$ cat src/rtl/adc_iface_pkg.sv
// rtl/adc_iface_pkg.sv - shared types and constants for the ADC decimating capture block
package adc_iface_pkg;

  typedef enum logic {
    MODE_PICK = 1'b0,
    MODE_AVG  = 1'b1
  } mode_e;

  localparam int DEF_DATA_W = 16;
  localparam int DEF_CNT_W  = 24;

  // LED bit positions: three result MSBs on top, stickies in the middle, result LSBs below
  localparam int LED_W      = 8;
  localparam int LED_HI_LSB = 5;
  localparam int LED_OVR    = 4;
  localparam int LED_OFA    = 3;
  localparam int LED_LO_LSB = 0;

endpackage

$ cat src/rtl/decim_window_counter.sv
// rtl/decim_window_counter.sv - window length latch and sample counter for decimation
module decim_window_counter
  import adc_iface_pkg::*;
#(
  parameter int CNT_W    = DEF_CNT_W,
  parameter int AVG_LOG2 = 4
) (
  input  logic             clkouta,
  input  logic             rst_n,
  input  logic             enable,
  input  logic             mode,
  input  logic [CNT_W-1:0] decim_ratio,
  output logic             win_start,
  output logic             win_end,
  output mode_e            win_mode
);

  localparam logic [CNT_W-1:0] ONE   = CNT_W'(1);
  localparam logic [CNT_W-1:0] AVG_N = ONE << AVG_LOG2;

  logic [CNT_W-1:0] cnt;
  logic [CNT_W-1:0] n_lat;
  logic [CNT_W-1:0] n_new;
  logic [CNT_W-1:0] n_cur;
  mode_e            mode_lat;
  logic             at_zero;

  // At counter 0 the window parameters come straight from the inputs so a
  // one-sample window can open and close in the same cycle.
  always_comb begin
    at_zero   = (cnt == '0);
    win_mode  = at_zero ? mode_e'(mode) : mode_lat;
    if (win_mode == MODE_AVG) begin
      n_new = AVG_N;
    end else if (decim_ratio == '0) begin
      n_new = ONE;
    end else begin
      n_new = decim_ratio;
    end
    n_cur     = at_zero ? n_new : n_lat;
    win_start = enable && at_zero;
    win_end   = enable && (cnt == (n_cur - ONE));
  end

  // Count samples; disabling parks the counter at 0 and abandons the window.
  always_ff @(posedge clkouta or negedge rst_n) begin
    if (!rst_n) begin
      cnt      <= '0;
      n_lat    <= ONE;
      mode_lat <= MODE_PICK;
    end else if (!enable) begin
      cnt <= '0;
    end else begin
      if (win_start) begin
        n_lat    <= n_new;
        mode_lat <= mode_e'(mode);
      end
      cnt <= win_end ? '0 : (cnt + ONE);
    end
  end

endmodule

$ cat src/rtl/adc_decimating_capture.sv
// rtl/adc_decimating_capture.sv - ADC stream decimator (pick/boxcar) with handshake, overrun stats and LEDs
module adc_decimating_capture
  import adc_iface_pkg::*;
#(
  parameter int DATA_W   = DEF_DATA_W,
  parameter int CNT_W    = DEF_CNT_W,
  parameter int AVG_LOG2 = 4,
  parameter int OVR_W    = 8
) (
  input  logic              clkouta,
  input  logic              rst_n,
  input  logic              enable,
  input  logic              mode,
  input  logic [CNT_W-1:0]  decim_ratio,
  input  logic              clear_stats,
  input  logic [DATA_W-1:0] data_in,
  input  logic              ofa,
  output logic [DATA_W-1:0] data_out,
  output logic              data_out_ofa,
  output logic              data_out_valid,
  input  logic              data_out_ready,
  output logic [OVR_W-1:0]  overrun_cnt,
  output logic [7:0]        LED
);

  localparam int ACC_W = DATA_W + AVG_LOG2;

  logic              win_start;
  logic              win_end;
  mode_e             win_mode;
  logic [ACC_W-1:0]  acc;
  logic [ACC_W-1:0]  acc_sum;
  logic              win_ofa;
  logic              ofa_sum;
  logic [DATA_W-1:0] result;
  logic              accept;
  logic              load;
  logic              overrun;
  logic              ovr_sticky;
  logic              ofa_sticky;
  logic [2:0]        led_hi;
  logic [2:0]        led_lo;

  decim_window_counter #(
    .CNT_W    (CNT_W),
    .AVG_LOG2 (AVG_LOG2)
  ) u_win (
    .clkouta     (clkouta),
    .rst_n       (rst_n),
    .enable      (enable),
    .mode        (mode),
    .decim_ratio (decim_ratio),
    .win_start   (win_start),
    .win_end     (win_end),
    .win_mode    (win_mode)
  );

  // Running sum / OR including the current sample; window start restarts from zero
  // so consecutive windows need no gap cycle.
  always_comb begin
    acc_sum = (win_start ? '0 : acc) + ACC_W'(data_in);
    ofa_sum = (win_start ? 1'b0 : win_ofa) | ofa;
    result  = (win_mode == MODE_AVG) ? DATA_W'(acc_sum >> AVG_LOG2) : data_in;
    accept  = data_out_valid && data_out_ready;
    load    = win_end && (!data_out_valid || data_out_ready);
    overrun = win_end && data_out_valid && !data_out_ready;
  end

  // Window accumulator and overrange OR; cleared while disabled and at window end.
  always_ff @(posedge clkouta or negedge rst_n) begin
    if (!rst_n) begin
      acc     <= '0;
      win_ofa <= 1'b0;
    end else if (!enable || win_end) begin
      acc     <= '0;
      win_ofa <= 1'b0;
    end else begin
      acc     <= acc_sum;
      win_ofa <= ofa_sum;
    end
  end

  // Output register: a held result is never overwritten; a result closing in the
  // acceptance cycle replaces the departing one without a bubble.
  always_ff @(posedge clkouta or negedge rst_n) begin
    if (!rst_n) begin
      data_out       <= '0;
      data_out_ofa   <= 1'b0;
      data_out_valid <= 1'b0;
      led_hi         <= '0;
      led_lo         <= '0;
    end else if (load) begin
      data_out       <= result;
      data_out_ofa   <= ofa_sum;
      data_out_valid <= 1'b1;
      led_hi         <= result[DATA_W-1 -: 3];
      led_lo         <= result[2:0];
    end else if (accept) begin
      data_out_valid <= 1'b0;
    end
  end

  // Overrun counter and sticky flags; clear_stats takes priority over new events.
  always_ff @(posedge clkouta or negedge rst_n) begin
    if (!rst_n) begin
      overrun_cnt <= '0;
      ovr_sticky  <= 1'b0;
      ofa_sticky  <= 1'b0;
    end else if (clear_stats) begin
      overrun_cnt <= '0;
      ovr_sticky  <= 1'b0;
      ofa_sticky  <= 1'b0;
    end else begin
      if (overrun) begin
        ovr_sticky <= 1'b1;
        if (overrun_cnt != '1) begin
          overrun_cnt <= overrun_cnt + OVR_W'(1);
        end
      end
      if (load && ofa_sum) begin
        ofa_sticky <= 1'b1;
      end
    end
  end

  // LED map: registered result bits plus live stickies.
  always_comb begin
    LED                    = '0;
    LED[LED_HI_LSB +: 3]   = led_hi;
    LED[LED_OVR]           = ovr_sticky;
    LED[LED_OFA]           = ofa_sticky;
    LED[LED_LO_LSB +: 3]   = led_lo;
  end

endmodule

$ cat config.mk
export PLATFORM = sky130hd
export DESIGN_NAME = adc_decimating_capture
export DESIGN_NICKNAME = d
export VERILOG_FILES = /design/src/rtl/adc_iface_pkg.sv /design/src/rtl/decim_window_counter.sv /design/src/rtl/adc_decimating_capture.sv
export SDC_FILE = /design/constraint.sdc
export NUM_CORES = 1
export LEC_CHECK = 0
export CORE_UTILIZATION = 55
export DETAILED_ROUTE_END_ITERATION = 12
export GPL_TIMING_DRIVEN = 0
export PLACE_DENSITY = 0.78
export SLEW_MARGIN = 40
export SYNTH_ARGS = -nofsm -noshare
export SYNTH_HDL_FRONTEND = slang
export SYNTH_SLANG_ARGS = --single-unit
$ cat constraint.sdc
create_clock -name clkouta -period 7.5 [get_ports clkouta]
set_input_delay 1.5 -clock clkouta [delete_from_list [all_inputs] [get_ports clkouta]]
set_output_delay 1.5 -clock clkouta [all_outputs]
set_load 0.02 [all_outputs]
==> run metrics, run 1 <==
initial antenna violation count 0; Synth Area in Adders 0.0388; worst slew pin tran 803 ps; Setup WS pre-CTS 609 ps; chip height 115 um; FILL cells 1032; total core area 12200 sq um; Worst EP arrival 6930 ps; Peak VDD IR 0.000122 V; Rows 40; Final setup violation count 0; Final ANT Viol Nets 0; worst skew pair latency 350 ps; GRT Residual Overflow 0; Longest Clk Path Bufs 2; max_slew headroom 0.459; # DRC 0; top-count cell post-synth dfrtp_1; worst setup path class in -> reg; vias in the first global route 6525; First-pass DRT Iterations 7; max_cap viols 0; layout cells sized above 1 0.108; initial core utilization 0.573; max-slew violations 0; synthesis-stage register bit count 98; Final Critical Period 6700 ps; clock sinks 98; register area 2450 sq um; Yosys cell types 78; P_leak 3.58 nW; post-synthesis xor/xnor area fraction 0.0704; multiplexer share of the synthesized area 0.0514; final antenna diode count 0; First DRT Iteration DRCs 523; Multi-input gate area 4260 sq um; post-cts hold buffer count 0; Yosys Warn Count 0; die span in x 115 um; Hold Path Class reg -> reg; Max FO, Critical Path 10; synthesized instance count 807; post-synth top area cell dfrtp_1; DR WL/cell 19.8 um; top cell type's share of synthesized area 0.348; RSZ-0062 raised after global routing false; Worst Setup Slack, final 802 ps; Cell Area, Synth 6970 sq um; first-pass GRT wire length 33600 um; overall die area 13100 sq um; Post-synth EDFFs 0; setup TNS 0 ps; GRT Total Usage 0.336; FFs w/ async S/R, synth 1.00; top post-synthesis cells by count 97 x dfrtp_1, 85 x nand2_1, 85 x nor2_1; Fmax 149 MHz; outcome finished clean; Reg clk slew, reported paths 70 ps; type of origin of the critical path input port; Resized cells post-CTS 0; top_reg_cell synth dfrtp_1; Setup crit end kind flop; routability cong. 0.993; Final nets 967; Synth Net Count 875; clock tree root driver cell clkbuf_16; Data required, critical path 7730 ps; Vias 6732; Post-Route Skew 10.0 ps; Setup Buffers After CTS 0; register area share after synthesis 0.352; Syn Area/Cell 8.63 sq um; Tcrit/Tclk final 0.893; clock buffer count from CTS 9; H-tree depth 3; pin count of the biggest net entering global routing 61; post-synthesis compound-gate area fraction 0.175; Layout area overhead 20.0%; Buffers on Ports 80; final hold vios 0; synth top area cells dfrtp_1 35%, nand2_1 4.6%, nor2_1 4.6%, o21ai_0 4.4%, xor2_1 3.8%; Simple-Gate Fraction of Synth Area 0.273; Power Dens Cells 214 nW/um^2; CTS tree built; Post-DP HPWL 15900 um; Top Ports 81; final wirelength 21300 um; largest family of logic cells by synthesized area simple AND/OR/NAND/NOR gates; Via density 6.28
final timing paths:
kind | cells after the start | to | start | slack [ps]
worst min-delay path | 2 | ovr_sticky | ovr_sticky | 510
max in group asynchronous | 2 | u_win.n_lat[22] | rst_n | 5880
min in group asynchronous | 1 | data_out[7] | rst_n | 1010
worst max-delay path | 19 | data_out[15] | mode | 800
worst max register to register | 21 | data_out[12] | u_win.cnt[0] | 1110
worst min register to register | 2 | ovr_sticky | ovr_sticky | 510
state kept, by name, summed over array words and instances (netlist names):
register and flops:
data_out_valid 1, u_win.n_lat 24, data_out_ofa 1, u_win.cnt 24, acc 20, overrun_cnt 8, ofa_sticky 1, u_win.mode_lat 1
data_out 16, win_ofa 1, ovr_sticky 1
power breakdown:
group | internal, mW | total (mW) | leakage (nW) | switching, mW
Clock | 0.298 | 0.524 | 0.159 | 0.225
Combinational | 0.256 | 0.626 | 2.11 | 0.370
Sequential | 0.585 | 0.636 | 1.32 | 0.0503
Total | 1.14 | 1.79 | 3.58 | 0.646
per-stage QoR:
stage	instances	hold slack, ps	util	power [mW]	area, sq um
detailed placement	1056	494	0.659	1.25	8020
global placement	1055	463	0.656	1.22	7980
floorplan	807	450	-	1.06	6970
global route	1072	522	0.688	1.87	8360
finish	1072	506	0.688	1.79	8360
CTS	1072	511	0.687	1.77	8360
routing by layer:
layer	vias up	global-route usage	part of all wire
met5	-	0	0
met4	0	0.154	0.036
met3	72	0.0582	0.079
met2	326	0.550	0.47
met1	3229	0.436	0.42
li1	3105	-	-
cell families after synthesis:
| kind of cell | after synthesis |
|---|---|
| compound gates | 184 |
| simple gates | 364 |
| flops | 98 |
| buf+inv | 55 |
| fa+ha+maj | 21 |
| xor+xnor | 56 |
| mux | 29 |
layout make-up:
type | instances | share of cell area
clock inverters | 7 | 0.0132
plain buffers | 45 | 0.0280
repair buffers | 81 | 0.0997
flip-flops and latches | 98 | 0.293
multi-input cells | 654 | 0.509
well taps | 168 | 0.0251
inverters | 10 | 0.00449
clock buffers | 9 | 0.0269
placed cells by master (no fill, tap or decap), types with 6 or more instances in the layout:
| master | n |
|---|---|
| mux2_2 | 14 |
| a211oi_1 | 8 |
| xnor2_1 | 26 |
| buf_4 | 10 |
| nand3_1 | 22 |
| nor4_2 | 6 |
| o22ai_1 | 6 |
| dfrtp_1 | 97 |
| nand2_1 | 85 |
| clkbuf_16 | 9 |
| nor2b_1 | 18 |
| mux2_4 | 10 |
| clkbuf_1 | 17 |
| clkdlybuf4s50_1 | 79 |
| o21ai_0 | 61 |
| nand2b_1 | 11 |
| a31oi_1 | 11 |
| a21boi_0 | 7 |
| nor3_1 | 33 |
| xor2_1 | 30 |
| a21oi_1 | 24 |
| or3_1 | 6 |
| inv_1 | 10 |
| and2_1 | 27 |
| nor4_1 | 8 |
| and3_1 | 15 |
| nor2_1 | 84 |
| o21a_1 | 6 |
| o31ai_1 | 13 |
| buf_2 | 16 |
| ha_1 | 20 |
| nand4_1 | 14 |
critical path, stage by stage:
cell             delay [ps]
clkdlybuf4s50_1         580
inv_1                   180
clkbuf_1                480
clkbuf_1                560
nand2_1                 180
nor2_1                  140
a21oi_1                  70
ha_1                    310
nor2b_1                 160
and4_1                  290
and2_1                  200
o221a_2                 220
a211oi_1                280
o221a_2                 270
o21ai_0                 290
nor4_2                  390
nand2_2                 260
buf_6                   240
mux2_4                  300
(Power assumes the default switching activity.)
==> run 2, diff against run 1 <==
--- a/config.mk
+++ b/config.mk
@@ -9,7 +9,7 @@
 export DETAILED_ROUTE_END_ITERATION = 12
 export GPL_TIMING_DRIVEN = 0
 export PLACE_DENSITY = 0.78
-export SLEW_MARGIN = 40
+export SLEW_MARGIN = 30
 export SYNTH_ARGS = -nofsm -noshare
 export SYNTH_HDL_FRONTEND = slang
 export SYNTH_SLANG_ARGS = --single-unit
==> run 2 against run 1 <==
Register-to-register slack lost 40 ps. Global-route usage increased by 0.63 points. Via count is 0.37% lower. Design area fell by 0.15%. Die area unchanged. First-iteration DRC count up 19%. Wire length increased by 0.64%. Worst setup slack got worse by 27 ps. Hold slack lost 5.8 ps. Critical path type unchanged. Critical endpoint unchanged. Largest power group unchanged.
==> run metrics, run 2 (synthesis results as in run 1) <==
outcome finished clean; Longest Clk Path Bufs 2 (unchanged); sw frac 0.362 (about the same); Layout area overhead 19.8%; Data required, critical path 7740 ps (about the same); GRT Total Usage 0.343 (+0.00631); vias in the first global route 6656 (+2.0%); Tcrit/Tclk final 0.897 (+0.00354); Power Dens Cells 214 nW/um^2 (+0.12%); H-tree depth 3 (unchanged); worst skew pair latency 360 ps (about the same); P_leak 3.58 nW (about the same); GRT Residual Overflow 0 (unchanged); total power 1.78 mW (about the same); Via density 6.26 (-0.37%); clock sinks 98 (unchanged); sw power 0.646 mW (about the same); clock buffer count from CTS 9 (unchanged); largest registers u_win.cnt (24), u_win.n_lat (24), acc (20); Final setup violation count 0 (unchanged); chip height 115 um (unchanged); most common cell after layout, fill and taps aside dfrtp_1; post-cts hold buffer count 0 (unchanged); Peak VDD IR 0.000129 V (+5.7%); clock share of power 0.293 (about the same); Top Ports 81 (unchanged); worst slew pin tran 1040 ps (+234 ps); Worst EP arrival 6960 ps (+30 ps); Fmax 149 MHz (-0.40%); initial core utilization 0.573 (unchanged); Hold Path Class reg -> reg; type of origin of the critical path input port; First DRT Iteration DRCs 623 (+19%); Max FO, Critical Path 10 (unchanged); total core area 12200 sq um (unchanged); Post-DP HPWL 15900 um (about the same); Rows 40 (unchanged); Vias 6707 (-0.37%); routability cong. 0.993 (unchanged); final wirelength 21400 um (+0.64%); # DRC 0 (unchanged); Reg clk slew, reported paths 70 ps (about the same); Setup Buffers After CTS 0 (unchanged); CTS tree built; initial antenna violation count 0 (unchanged); final antenna diode count 0 (unchanged); Final nets 967 (unchanged); final hold vios 0 (unchanged); pin count of the biggest net entering global routing 62 (+1.6%); max_cap viols 0 (unchanged); die span in x 115 um (unchanged); Final Critical Period 6720 ps (+26.6 ps); worst setup path class in -> reg; Post-Route Skew 10.4 ps (+0.370 ps); Comb power frac 0.351 (about the same); internal power 1.14 mW (about the same); DR WL/cell 20.0 um (+0.64%); Setup crit end kind flop; most frequent cells in the layout 97 x dfrtp_1, 85 x nor2_1, 85 x nand2_1, 79 x clkdlybuf4s50_1, 61 x o21ai_0; setup TNS 0 ps (unchanged); layout cells sized above 1 0.106 (-0.00221); max_slew headroom 0.306 (-0.153); worst hold margin 501 ps (-5.85 ps); overall die area 13100 sq um (unchanged); Reg power frac 0.356 (about the same); max-slew violations 0 (unchanged); Resized cells post-CTS 0 (unchanged); FILL cells 1015 (-1.6%); Buffers on Ports 80 (unchanged); RSZ-0062 raised after global routing false; clock tree root driver cell clkbuf_16; Final ANT Viol Nets 0 (unchanged); First-pass DRT Iterations 5 (-2); first-pass GRT wire length 34400 um (+2.2%)
run 2: power by group through the flow:
stage / logic [mW] / clock network, mW / registers (mW)
6_report: 0.626 / 0.523 / 0.636
5_1_grt: 0.681 / 0.551 / 0.642
4_1_cts: 0.611 / 0.531 / 0.633
3_5_place_dp: 0.604 / 0 / 0.643
3_3_place_gp: 0.584 / 0 / 0.640
2_1_floorplan: 0.429 / 0 / 0.629
run 2: cell type report:
class,count,area [sq um],area share
Multi-Input combinational cell,654,4250,0.509
Buffer,45,234,0.0280
Timing Repair Buffer,81,830,0.0994
Sequential cell,98,2450,0.294
Tap cell,168,210,0.0252
Clock buffer,9,225,0.0270
Clock inverter,7,110,0.0132
Inverter,10,37.5,0.00450
run 2: worst paths after layout:
path,start,cells after the start,to,slack [ps]
max,mode,19,data_out[15],780
min,ovr_sticky,2,ovr_sticky,500
max reg2reg,u_win.cnt[0],21,data_out[12],1070
min reg2reg,ovr_sticky,2,ovr_sticky,500
max in group asynchronous,rst_n,2,u_win.n_lat[15],5840
min in group asynchronous,rst_n,1,data_out[7],1040
run 2: metal layers:
layer | GRT usage | up-vias | wire length (um)
met3 | 0.0503 | 62 | 1320
met4 | 0.145 | 0 | 758
met5 | 0 | - | 0
met1 | 0.445 | 3269 | 9320
met2 | 0.572 | 283 | 10000
li1 | - | 3093 | -
run 2: critical path: stages:
cell and delay (ps):
clkdlybuf4s50_1 570, inv_1 170, clkbuf_1 500, clkbuf_1 540, nand2_1 170, nor2_1 140
a21oi_1 70, ha_1 310, nor2b_1 170, and4_1 290, and2_1 200, o221a_2 220
a211oi_1 300, o221a_2 290, o21ai_0 310, nor4_2 400, nand2_2 260, buf_6 240
mux2_4 300
run 2: through the flow:
step | worst slack, ps | utilization | std cells | area [sq um]
after global routing | 499 | 0.687 | 1072 | 8350
after global placement | 729 | 0.656 | 1055 | 7980
after CTS | 947 | 0.686 | 1072 | 8340
after floorplan | 2150 | - | 807 | 6970
after detailed placement | 618 | 0.658 | 1056 | 8010
final | 775 | 0.687 | 1072 | 8350
